[config.mk]
export PLATFORM = sky130hd
export DESIGN_NAME = button_debouncer
export DESIGN_NICKNAME = d
export VERILOG_FILES = /design/src/rtl/btn_pkg.sv /design/src/rtl/btn_debounce_ch.sv /design/src/rtl/button_debouncer.sv
export SDC_FILE = /design/constraint.sdc
export NUM_CORES = 1
export LEC_CHECK = 0
export CAP_MARGIN = 10
export CORE_ASPECT_RATIO = 1.75
export CORE_UTILIZATION = 50
export CTS_BUF_LIST = sky130_fd_sc_hd__clkbuf_4 sky130_fd_sc_hd__clkbuf_8
export DETAILED_ROUTE_END_ITERATION = 6
export MAX_ROUTING_LAYER = met4
export PLACE_DENSITY = 0.71
export SLEW_MARGIN = 30
export SYNTH_ARGS = -nofsm -noshare
export SYNTH_HDL_FRONTEND = slang
export SYNTH_SLANG_ARGS = --single-unit
[constraint.sdc]
create_clock -name CLK100MHZ -period 5.69 [get_ports CLK100MHZ]
set_clock_uncertainty 0.1 [all_clocks]
set_input_delay 1.707 -clock CLK100MHZ [delete_from_list [all_inputs] [get_ports CLK100MHZ]]
set_output_delay 1.707 -clock CLK100MHZ [all_outputs]
set_load 0.1 [all_outputs]
[src/rtl/btn_pkg.sv]
// Shared types and constants for the five-button debouncer.
package btn_pkg;

  localparam int NUM_BTNS = 5;

  localparam int BTN_C = 0;
  localparam int BTN_U = 1;
  localparam int BTN_D = 2;
  localparam int BTN_L = 3;
  localparam int BTN_R = 4;

  typedef enum logic [1:0] {
    RELEASED     = 2'd0,
    PRESS_PEND   = 2'd1,
    HELD         = 2'd2,
    RELEASE_PEND = 2'd3
  } btn_state_e;

  function automatic int max3(input int a, input int b, input int c);
    int m;
    m = (a > b) ? a : b;
    return (m > c) ? m : c;
  endfunction

endpackage

[src/rtl/btn_debounce_ch.sv]
// One button channel: 2-flop synchronizer, debounce FSM and auto-repeat timer.
module btn_debounce_ch
  import btn_pkg::*;
#(
  parameter int DEBOUNCE_CYCLES     = 1_000_000,
  parameter int REPEAT_DELAY_CYCLES = 50_000_000,
  parameter int REPEAT_RATE_CYCLES  = 10_000_000
) (
  input  logic clk,
  input  logic rst_n,
  input  logic raw,
  output logic level,
  output logic press,
  output logic release_pulse,
  output logic repeat_pulse
);

  localparam int CW = $clog2(max3(DEBOUNCE_CYCLES, REPEAT_DELAY_CYCLES, REPEAT_RATE_CYCLES)) + 1;
  localparam logic [CW-1:0] STAB_LAST  = CW'(DEBOUNCE_CYCLES - 1);
  localparam logic [CW-1:0] DELAY_LAST = CW'(REPEAT_DELAY_CYCLES - 1);
  localparam logic [CW-1:0] RATE_LAST  = CW'(REPEAT_RATE_CYCLES - 1);
  localparam logic [CW-1:0] CNT_MAX    = '1;

  logic          sync1_reg, sync2_reg;
  btn_state_e    state_reg, state_next;
  logic [CW-1:0] stab_reg, stab_next;
  logic [CW-1:0] rep_reg, rep_next;
  logic          first_reg, first_next;
  logic          level_reg, level_next;
  logic          press_reg, press_next;
  logic          release_reg, release_next;
  logic          repeat_reg, repeat_next;
  logic [CW-1:0] rep_last;

  // first_reg selects the long initial hold delay until the first auto-repeat fires
  assign rep_last = first_reg ? DELAY_LAST : RATE_LAST;

  always_ff @(posedge clk or negedge rst_n) begin
    if (!rst_n) begin
      sync1_reg   <= 1'b0;
      sync2_reg   <= 1'b0;
      state_reg   <= RELEASED;
      stab_reg    <= '0;
      rep_reg     <= '0;
      first_reg   <= 1'b0;
      level_reg   <= 1'b0;
      press_reg   <= 1'b0;
      release_reg <= 1'b0;
      repeat_reg  <= 1'b0;
    end else begin
      sync1_reg   <= raw;
      sync2_reg   <= sync1_reg;
      state_reg   <= state_next;
      stab_reg    <= stab_next;
      rep_reg     <= rep_next;
      first_reg   <= first_next;
      level_reg   <= level_next;
      press_reg   <= press_next;
      release_reg <= release_next;
      repeat_reg  <= repeat_next;
    end
  end

  always_comb begin
    state_next   = state_reg;
    stab_next    = (stab_reg == CNT_MAX) ? stab_reg : stab_reg + 1'b1;
    rep_next     = rep_reg;
    first_next   = first_reg;
    press_next   = 1'b0;
    release_next = 1'b0;
    repeat_next  = 1'b0;

    // Repeat timer keeps running through RELEASE_PEND so a bounce does not restart it
    if (state_reg == HELD || state_reg == RELEASE_PEND) begin
      if (rep_reg == rep_last) begin
        repeat_next = 1'b1;
        rep_next    = '0;
        first_next  = 1'b0;
      end else begin
        rep_next = rep_reg + 1'b1;
      end
    end

    case (state_reg)
      RELEASED: begin
        if (sync2_reg) begin
          state_next = PRESS_PEND;
          stab_next  = '0;
        end
      end
      PRESS_PEND: begin
        if (!sync2_reg) begin
          state_next = RELEASED;
        end else if (stab_reg >= STAB_LAST) begin
          state_next  = HELD;
          press_next  = 1'b1;
          repeat_next = 1'b1;
          rep_next    = '0;
          first_next  = 1'b1;
        end
      end
      HELD: begin
        if (!sync2_reg) begin
          state_next = RELEASE_PEND;
          stab_next  = '0;
        end
      end
      RELEASE_PEND: begin
        if (sync2_reg) begin
          state_next = HELD;
        end else if (stab_reg >= STAB_LAST) begin
          state_next   = RELEASED;
          release_next = 1'b1;
          repeat_next  = 1'b0;
        end
      end
      default: state_next = RELEASED;
    endcase

    level_next = (state_next == HELD) || (state_next == RELEASE_PEND);
  end

  assign level         = level_reg;
  assign press         = press_reg;
  assign release_pulse = release_reg;
  assign repeat_pulse  = repeat_reg;

endmodule

[src/rtl/button_debouncer.sv]
// Five independent debounced push-buttons with press/release/auto-repeat pulses.
module button_debouncer
  import btn_pkg::*;
#(
  parameter int DEBOUNCE_CYCLES     = 1_000_000,
  parameter int REPEAT_DELAY_CYCLES = 50_000_000,
  parameter int REPEAT_RATE_CYCLES  = 10_000_000
) (
  input  logic                CLK100MHZ,
  input  logic                CPU_RESETN,
  input  logic                BTNC,
  input  logic                BTNU,
  input  logic                BTND,
  input  logic                BTNL,
  input  logic                BTNR,
  output logic [NUM_BTNS-1:0] btn_level,
  output logic [NUM_BTNS-1:0] btn_press,
  output logic [NUM_BTNS-1:0] btn_release,
  output logic [NUM_BTNS-1:0] btn_repeat
);

  logic [NUM_BTNS-1:0] raw;

  assign raw[BTN_C] = BTNC;
  assign raw[BTN_U] = BTNU;
  assign raw[BTN_D] = BTND;
  assign raw[BTN_L] = BTNL;
  assign raw[BTN_R] = BTNR;

  for (genvar gi = 0; gi < NUM_BTNS; gi++) begin : g_ch
    btn_debounce_ch #(
      .DEBOUNCE_CYCLES    (DEBOUNCE_CYCLES),
      .REPEAT_DELAY_CYCLES(REPEAT_DELAY_CYCLES),
      .REPEAT_RATE_CYCLES (REPEAT_RATE_CYCLES)
    ) u_ch (
      .clk          (CLK100MHZ),
      .rst_n        (CPU_RESETN),
      .raw          (raw[gi]),
      .level        (btn_level[gi]),
      .press        (btn_press[gi]),
      .release_pulse(btn_release[gi]),
      .repeat_pulse (btn_repeat[gi])
    );
  end

endmodule
==> reports/metrics.yaml, run 1 <==
synth_most_common_cell: "dfrtp_1"
cts-resized-gates: 0
min_period_ns: 3.860
yosys_most_used_dff: "dfrtp_1"
hpwl_um: 23960
post-cts-setup-buffers: 0
drt-vias-per-instance: 6.052
crit_path_start_kind: "flip-flop"
synth_commonest_cells: "dfrtp_1 (315), nor3_1 (145), nor2_1 (144), nand2_1 (134)"
clkLatencyLatePin_ns: 0.60
syn_area_per_cell_um2: 9.539
cp-end-kind: "output pin"
fmax_mhz: 259.0
route.detailed.drc: 0
cp.arrival_ns: 2.05
hp-class: "reg -> reg"
gp_congestion: 0.8471
top_usage_layer: "met2"
netlist_top_cells_area: "dfrtp_1 (47%), xnor2_1 (5.9%), nor3_1 (4.3%)"
ant_nets: 0
h-tree-depth: 2
start_util_pct: 51.06
grtUsageMet2_pct: 40.47
status: "finished clean"
die_height_um: 245.0
synth-edff-count: 0
p_per_area_nw_per_um2: 252.3
synth-seq-cells: 315
area_delta_synth_final_pct: 9.207
grt_use_total_pct: 22.59
fp.dieW_um: 140.8
cts-root-buf: "clkbuf_8"
relSlewSlack_pct: 34.45
grt_util_met1_pct: 25.16
leakagePower_nw: 7.657
finalSetupTns_ns: 0
vdd_drop_max_uv: 250.5
grt_pass1_vias: 13740
hold_violations: 0
nNetsFinal: 1783
crit_type: "reg -> out"
synth_top_area_share_pct: 46.74
syn_area_um2: 16860
io_buffers: 26
synth_cell_type_count: 85
cts_sinks: 315
netlist_instances: 1768
rsz0062_at_grt: "no"
required_ns: 3.88
cap_violations: 0
grt.overflow.total: 0
p_total_w: 0.004647
path_cells: "clkdlybuf4s50_1"
cts_made_buffers: 49
grt_max_degree: 110
cpLargestDelayFamily: "buffers and inverters"
synth_top_area_cell: "dfrtp_1"
drt-initial-drc-count: 639
drive_above_1_share_pct: 9.040
tightest_slew_ns: 0.9802
drv_slew: 0
cts_tree: "yes"
report.final.setup_viol: 0
cts_buffer_depth: 3
cp_max_fo: 1
yosysSeqAreaShare_pct: 46.74
async_flop_share_pct: 100.0
routedWlPerCell_um: 16.34
syn_nets: 1785
coreArea_um2: 33030
die_area_um2: 34500
crit_buf_inv: 1
dp_cells: 2119
vias: 13370
routed_wl_um: 36110
ios: 27
min_period_over_period_pct: 67.85
gr-usage-met3_pct: 3.141
ctsHoldBuffers: 0
clk_pin_slew_ns: 0.06
timing.critical_path.slowest_cell_delay_ns: 1.13
fp-row-count: 88
slowest_stage: "clkdlybuf4s50_1"
yosysWarnings: 0
grt_pass1_wl_um: 63630
final_cell_count_no_fill: 2209
antenna_found_initial: 1
firstDrtPassIters: 5
-- layout by cell type (no fill, tap or decap), drive strengths merged, types with 9 or more instances in the layout --
master / synthesis / routed
buf: 53 / 16
nor4: 47 / 47
and2: 15 / 15
and4: 33 / 33
o211ai: 10 / 10
nand2: 134 / 134
nand3: 114 / 114
clkdlybuf4s50: 0 / 25
nand3b: 10 / 10
o21ai: 39 / 39
a211oi: 16 / 16
or4: 23 / 23
clkbuf: 41 / 77
inv: 36 / 36
xor2: 75 / 75
xnor2: 114 / 114
nor2: 146 / 146
ha: 10 / 10
dfrtp: 315 / 315
a21oi: 72 / 72
a311oi: 10 / 10
nor3: 158 / 158
a31oi: 18 / 18
or3: 45 / 45
mux2i: 10 / 10
or2: 9 / 9
nand4: 71 / 71
and3: 39 / 39
-- routing by layer --
| metal | up-vias | share of wire (%) |
|---|---|---|
| met5 | - | 0 |
| met4 | 0 | 2.5 |
| met3 | 71 | 3.3 |
| li1 | 6462 | - |
| met2 | 257 | 54 |
| met1 | 6578 | 40 |
-- cell type report --
type / instances / area (um2)
fillers: 2905 / 14610
well taps: 405 / 506.7
clock inverters: 11 / 107.6
inverters: 36 / 135.1
flip-flops and latches: 315 / 7883
clock buffers: 77 / 978.4
multi-input cells: 1323 / 8382
repair buffers: 41 / 422.9
diodes: 1 / 2.502
-- logic make-up (layout without fill, tap and decap cells) --
logic type	Yosys count	in the layout	share of synthesized area, %
and+or+nand+nor	879	879	28.46
DFF	315	315	46.74
AOI/OAI and AO/OA	235	235	9.734
xor gates and xnor gates	189	189	9.815
buffers and inverters	130	165	3.917
adders and majority gates	10	10	0.7419
muxes	10	10	0.5935
other	0	1	0
-- path summary, 6_finish.rpt --
check                                                     start                                   to  slack, ns  depth (start not counted)
min reg2reg                    g_ch[0].u_ch.sync1_reg$_DFF_PN0_     g_ch[0].u_ch.sync2_reg$_DFF_PN0_       0.25                          0
max                        g_ch[0].u_ch.release_pulse$_DFF_PN0_                       btn_release[0]       1.83                          1
min                            g_ch[0].u_ch.sync1_reg$_DFF_PN0_     g_ch[0].u_ch.sync2_reg$_DFF_PN0_       0.25                          0
max reg2reg                   g_ch[0].u_ch.rep_reg[9]$_DFF_PN0_   g_ch[0].u_ch.rep_reg[18]$_DFF_PN0_       2.89                          5
min in group asynchronous                            CPU_RESETN   g_ch[4].u_ch.rep_reg[18]$_DFF_PN0_       0.87                          1
max in group asynchronous                            CPU_RESETN  g_ch[3].u_ch.stab_reg[19]$_DFF_PN0_       3.43                          3
-- stage by stage --
step           util (%)  setup slack, ns  cell area (um2)  hold slack [ns]
3_5_place_dp      52.32            2.437            17280           0.2347
4_1_cts           55.61            1.782            18370           0.2492
6_report          55.76            1.830            18420           0.2477
2_1_floorplan         -            3.309            16860           0.2312
3_3_place_gp      52.27            2.448            17270           0.2364
5_1_grt           55.76            1.771            18420           0.2596
-- power by group --
group	switching [W]	internal, W
Clock	0.000903	0.00118
Sequential	0.0000685	0.00230
Combinational	0.000125	0.0000731
(Power assumes the default switching activity.)
==> inputs of run 2 (changes only) <==
clock period = 3.6 ns   (was 5.69 ns; I/O delays follow)
==> reports/metrics.yaml, run 2 (synthesis gave the netlist of run 1 again) <==
r2r-start: "g_ch[0].u_ch.rep_reg[9]$_DFF_PN0_"
cts_buffer_depth: 3  # unchanged
leakagePower_nw: 7.726  # +0.90%
p_per_area_nw_per_um2: 397.9  # +58%
start_util_pct: 51.06  # unchanged
routedWlPerCell_um: 16.30  # -0.29%
grt.overflow.total: 0  # unchanged
ant_nets: 0  # unchanged
rsz0062_at_grt: "no"
tightest_slew_ns: 0.9654  # -0.01488 ns
cp.arrival_ns: 3.11  # +1.06 ns
die_height_um: 245.0  # unchanged
crit_type: "reg -> reg"
grt_pass1_vias: 13580  # -1.2%
utilization_pct: 55.66  # -0.095 points
routed_wl_um: 36080  # about the same
dp_cells: 2128  # +0.42%
cts_made_buffers: 49  # unchanged
antenna_cells: 0  # -1
grt_max_degree: 80  # -27%
drt-vias-per-instance: 6.053  # about the same
path_cells: "nand4b_1, or3_1, a2111oi_2, and2_1, nor3_1"
hold_violations: 0  # unchanged
io_buffers: 26  # unchanged
hpwl_um: 24090  # +0.53%
vdd_drop_max_uv: 307.7  # +23%
h-tree-depth: 2  # unchanged
fp-row-count: 88  # unchanged
cp_max_fo: 25  # +24
cap_violations: 0  # unchanged
timing.critical_path.slowest_cell_delay_ns: 0.84  # -0.29 ns
firstDrtPassIters: 5  # unchanged
cp-end-kind: "flip-flop"
required_ns: 3.93  # +0.05 ns
post-cts-setup-buffers: 0  # unchanged
grt_pass1_wl_um: 62960  # -1.1%
die_area_um2: 34500  # unchanged
finalSetupTns_ns: 0  # unchanged
layout_commonest_cell: "dfrtp_1"
relSlewSlack_pct: 35.64  # +1.2 points
rr_worst_depth: 5  # unchanged
vias: 13400  # +0.25%
cts_sinks: 315  # unchanged
antenna_found_initial: 0  # -1
clk_pin_slew_ns: 0.07  # about the same
report.final.setup_viol: 0  # unchanged
min_period_ns: 2.782
fp.dieW_um: 140.8  # unchanged
coreArea_um2: 33030  # unchanged
hp-class: "reg -> reg"
drv_slew: 0  # unchanged
cts_tree: "yes"
crit_end: "g_ch[0].u_ch.rep_reg[22]$_DFF_PN0_"
route.detailed.drc: 0  # unchanged
status: "finished clean"
nNetsFinal: 1791  # +0.45%
min_period_over_period_pct: 77.29
finalWorstSetupSlack_ns: 0.8175  # -1.012 ns
ios: 27  # unchanged
startpoint: "g_ch[0].u_ch.rep_reg[9]$_DFF_PN0_"
post-place-ws_ns: 0.8599  # -1.577 ns
drive_above_1_share_pct: 10.28  # +1.2 points
ctsHoldBuffers: 0  # unchanged
area_delta_synth_final_pct: 9.022
crit_path_start_kind: "flip-flop"
slowest_stage: "and2_1"
fmax_mhz: 359.4
grt_use_total_pct: 22.43  # -0.16 points
clkLatencyLatePin_ns: 0.60  # about the same
layout_common_cells: "dfrtp_1 (315), nor3_1 (145), nor2_1 (144)"
gp_congestion: 0.8872  # +4.7%
final_cell_count_no_fill: 2214  # +0.23%
cts-resized-gates: 0  # unchanged
r2r_end: "g_ch[0].u_ch.rep_reg[22]$_DFF_PN0_"
drt-initial-drc-count: 685  # +7.2%
reg2reg_slack_ns: 0.82  # -2.07 ns
cts-root-buf: "clkbuf_8"
-- run 2: through the flow --
step / power, W / hold slack [ns] / area [um2]
3_5_place_dp: 0.004124 / 0.2355 / 17310
6_report: 0.007316 / 0.2429 / 18390
2_1_floorplan: 0.003958 / 0.2312 / 16860
5_1_grt: 0.007634 / 0.2488 / 18390
3_3_place_gp: 0.004107 / 0.2345 / 17310
4_1_cts: 0.007426 / 0.2457 / 18390
-- run 2: how the worst min path moves through the flow --
stage               depth (start not counted)                          endpoint  slack, ns                             start
CTS                                         0  g_ch[0].u_ch.sync2_reg$_DFF_PN0_       0.25  g_ch[0].u_ch.sync1_reg$_DFF_PN0_
floorplan                                   0  g_ch[0].u_ch.sync2_reg$_DFF_PN0_       0.23  g_ch[0].u_ch.sync1_reg$_DFF_PN0_
global placement                            0  g_ch[3].u_ch.sync2_reg$_DFF_PN0_       0.23  g_ch[3].u_ch.sync1_reg$_DFF_PN0_
detailed placement                          0  g_ch[0].u_ch.sync2_reg$_DFF_PN0_       0.24  g_ch[0].u_ch.sync1_reg$_DFF_PN0_
global route                                0  g_ch[0].u_ch.sync2_reg$_DFF_PN0_       0.25  g_ch[0].u_ch.sync1_reg$_DFF_PN0_
finish                                      0  g_ch[0].u_ch.sync2_reg$_DFF_PN0_       0.24  g_ch[0].u_ch.sync1_reg$_DFF_PN0_
-- run 2: worst max-delay path, delay by kind of cell, from the launching register on --
kind | cells | cell delay [ns]
simple gates | 4 | 1.59
flops | 1 | 0.42
compound gates | 1 | 0.49
-- run 2: final cells by class --
type | instances | area, um2
Clock buffer | 77 | 1003
Clock inverter | 9 | 75.07
Fill cell | 2917 | 14650
Inverter | 36 | 135.1
Multi-Input combinational cell | 1323 | 8346
Sequential cell | 315 | 7883
Tap cell | 405 | 506.7
Timing Repair Buffer | 49 | 437.9
-- run 2: report_power, final --
part           total [W]  switching (W)  internal [W]  leakage, nW
registers        0.00374       0.000108       0.00363         4.34
logic           0.000316       0.000199      0.000117         2.81
clock network    0.00326        0.00143       0.00184        0.568
-- run 2: metal layers --
metal | vias to the layer above | track usage (%) | routed length (um)
li1 | 6455 | - | -
met1 | 6612 | 24.92 | 14660
met2 | 239 | 40.09 | 19260
met3 | 95 | 3.141 | 1076
met4 | 0 | 9.271 | 1094
met5 | - | - | 0
==> inputs of run 3 (changes only) <==
clock period = 2.9 ns   (was 3.6 ns; I/O delays follow)
==> reports/metrics.yaml, run 3 (synthesis gave the netlist of run 1 again) <==
antenna_found_initial: 1  # +1
ios: 27  # unchanged
route.detailed.drc: 0  # unchanged
coreArea_um2: 33030  # unchanged
cts-resized-gates: 0  # unchanged
ctsHoldBuffers: 0  # unchanged
cp-end-kind: "flip-flop"
top_layer: "met4"
clkLatencyLatePin_ns: 0.59  # about the same
grt.overflow.total: 0  # unchanged
grt_pass1_vias: 13750  # +1.3%
rr_worst_depth: 5  # unchanged
p_per_area_nw_per_um2: 490.9  # +23%
timing.critical_path.slowest_cell_delay_ns: 0.68  # -0.16 ns
layout_common_cells: "dfrtp_1 (315), nor3_1 (145), nor2_1 (144)"
cts-root-buf: "clkbuf_8"
layout_commonest_cell: "dfrtp_1"
die_height_um: 245.0  # unchanged
fmax_mhz: 406.3  # +13%
fp-row-count: 88  # unchanged
p_total_w: 0.009080  # +24%
die_area_um2: 34500  # unchanged
whs_ns: 0.1060  # -0.1369 ns
finalSetupTns_ns: 0  # unchanged
required_ns: 3.24  # -0.69 ns
hold_violations: 0  # unchanged
h-tree-depth: 2  # unchanged
post-cts-setup-buffers: 0  # unchanged
cp.depth: 5  # unchanged
area_delta_synth_final_pct: 9.660
multi_input_area_um2: 8354  # +0.10%
routed_wl_um: 36160  # +0.21%
min_period_over_period_pct: 84.87  # +7.6 points
drt-vias-per-instance: 6.021  # -0.53%
cts_made_buffers: 50  # +2.0%
min_period_ns: 2.461  # -0.3212 ns
cpLargestDelayFamily: "simple AND/OR/NAND/NOR gates"
hp-class: "in -> async"
cts_buffer_depth: 3  # unchanged
grt_max_degree: 64  # -20%
dp_cells: 2141  # +0.61%
io_buffers: 26  # unchanged
nNetsFinal: 1805  # +0.78%
routedWlPerCell_um: 16.19  # -0.64%
start_util_pct: 51.06  # unchanged
cp.arrival_ns: 2.80  # -0.31 ns
grt_pass1_wl_um: 63000  # about the same
grt_use_total_pct: 22.40  # -0.026 points
cts_tree: "yes"
report.final.setup_viol: 0  # unchanged
cts_sinks: 315  # unchanged
vdd_drop_max_uv: 430.6  # +40%
crit_path_start_kind: "flip-flop"
hpwl_um: 24290  # +0.80%
firstDrtPassIters: 6  # +1
status: "finished clean"
rsz0062_at_grt: "no"
slowest_stage: "or4b_2"
wl_met2_um: 19260  # unchanged
wl_met1_um: 14850  # +1.3%
dr_wl_met3_um: 1038  # -3.5%
vias: 13440  # +0.32%
cp_max_fo: 25  # unchanged
clk_pin_slew_ns: 0.06  # about the same
drive_above_1_share_pct: 11.17  # +0.88 points
leakagePower_nw: 7.795  # +0.90%
fillers: 2884  # -1.1%
ant_nets: 0  # unchanged
gp_congestion: 0.8781  # -1.0%
tightest_slew_ns: 0.7930  # -0.1724 ns
fp.dieW_um: 140.8  # unchanged
path_cells: "or4b_2, nor4_1, o211ai_1, o211ai_4, nor2_1"
cap_violations: 0  # unchanged
crit_buf_inv: 0  # unchanged
drv_slew: 0  # unchanged
relSlewSlack_pct: 46.94  # +11 points
drt-initial-drc-count: 710  # +3.6%
seq_area_um2: 7883  # unchanged
crit_type: "reg -> reg"
final_cell_count_no_fill: 2233  # +0.86%
## run 3: cell type report
type	instances	share of cell area (%)
multi-input cells	1323	45.17
flip-flops and latches	315	42.62
clock buffers	75	5.277
repair buffers	62	2.828
well taps	405	2.740
inverters	36	0.7307
clock inverters	16	0.6157
diodes	1	0.01353
## run 3: power breakdown
part           leakage, nW  internal [W]  switching (W)
logic                 2.87      0.000148       0.000249
registers             4.34       0.00450       0.000136
clock network        0.581       0.00225        0.00179
total                 7.79       0.00690        0.00218
## run 3: metrics by stage
step | setup WS [ns] | area (um2) | utilization [%]
after floorplan | 0.7197 | 16860 | -
after global placement | 0.3981 | 17390 | 52.66
after detailed placement | 0.4166 | 17400 | 52.68
after CTS | 0.4153 | 18490 | 55.98
after global routing | 0.3101 | 18490 | 55.99
final | 0.4387 | 18490 | 55.99
## run 3: path summary, 6_finish.rpt
check	start	end	slack, ns
hold reg to reg	g_ch[0].u_ch.sync1_reg$_DFF_PN0_	g_ch[0].u_ch.sync2_reg$_DFF_PN0_	0.25
min in group CLK100MHZ	g_ch[0].u_ch.sync1_reg$_DFF_PN0_	g_ch[0].u_ch.sync2_reg$_DFF_PN0_	0.25
max in group asynchronous	CPU_RESETN	g_ch[4].u_ch.stab_reg[0]$_DFF_PN0_	1.79
setup / recovery	g_ch[4].u_ch.rep_reg[7]$_DFF_PN0_	g_ch[4].u_ch.rep_reg[7]$_DFF_PN0_	0.44
setup reg to reg	g_ch[4].u_ch.rep_reg[7]$_DFF_PN0_	g_ch[4].u_ch.rep_reg[7]$_DFF_PN0_	0.44
hold / removal	CPU_RESETN	g_ch[4].u_ch.rep_reg[24]$_DFF_PN0_	0.11
## run 3: metal layers
metal	vias to the layer above	global-route usage (%)
met2	210	40.24
li1	6505	-
met3	88	3.219
met1	6641	24.56
met5	-	-
met4	0	9.495
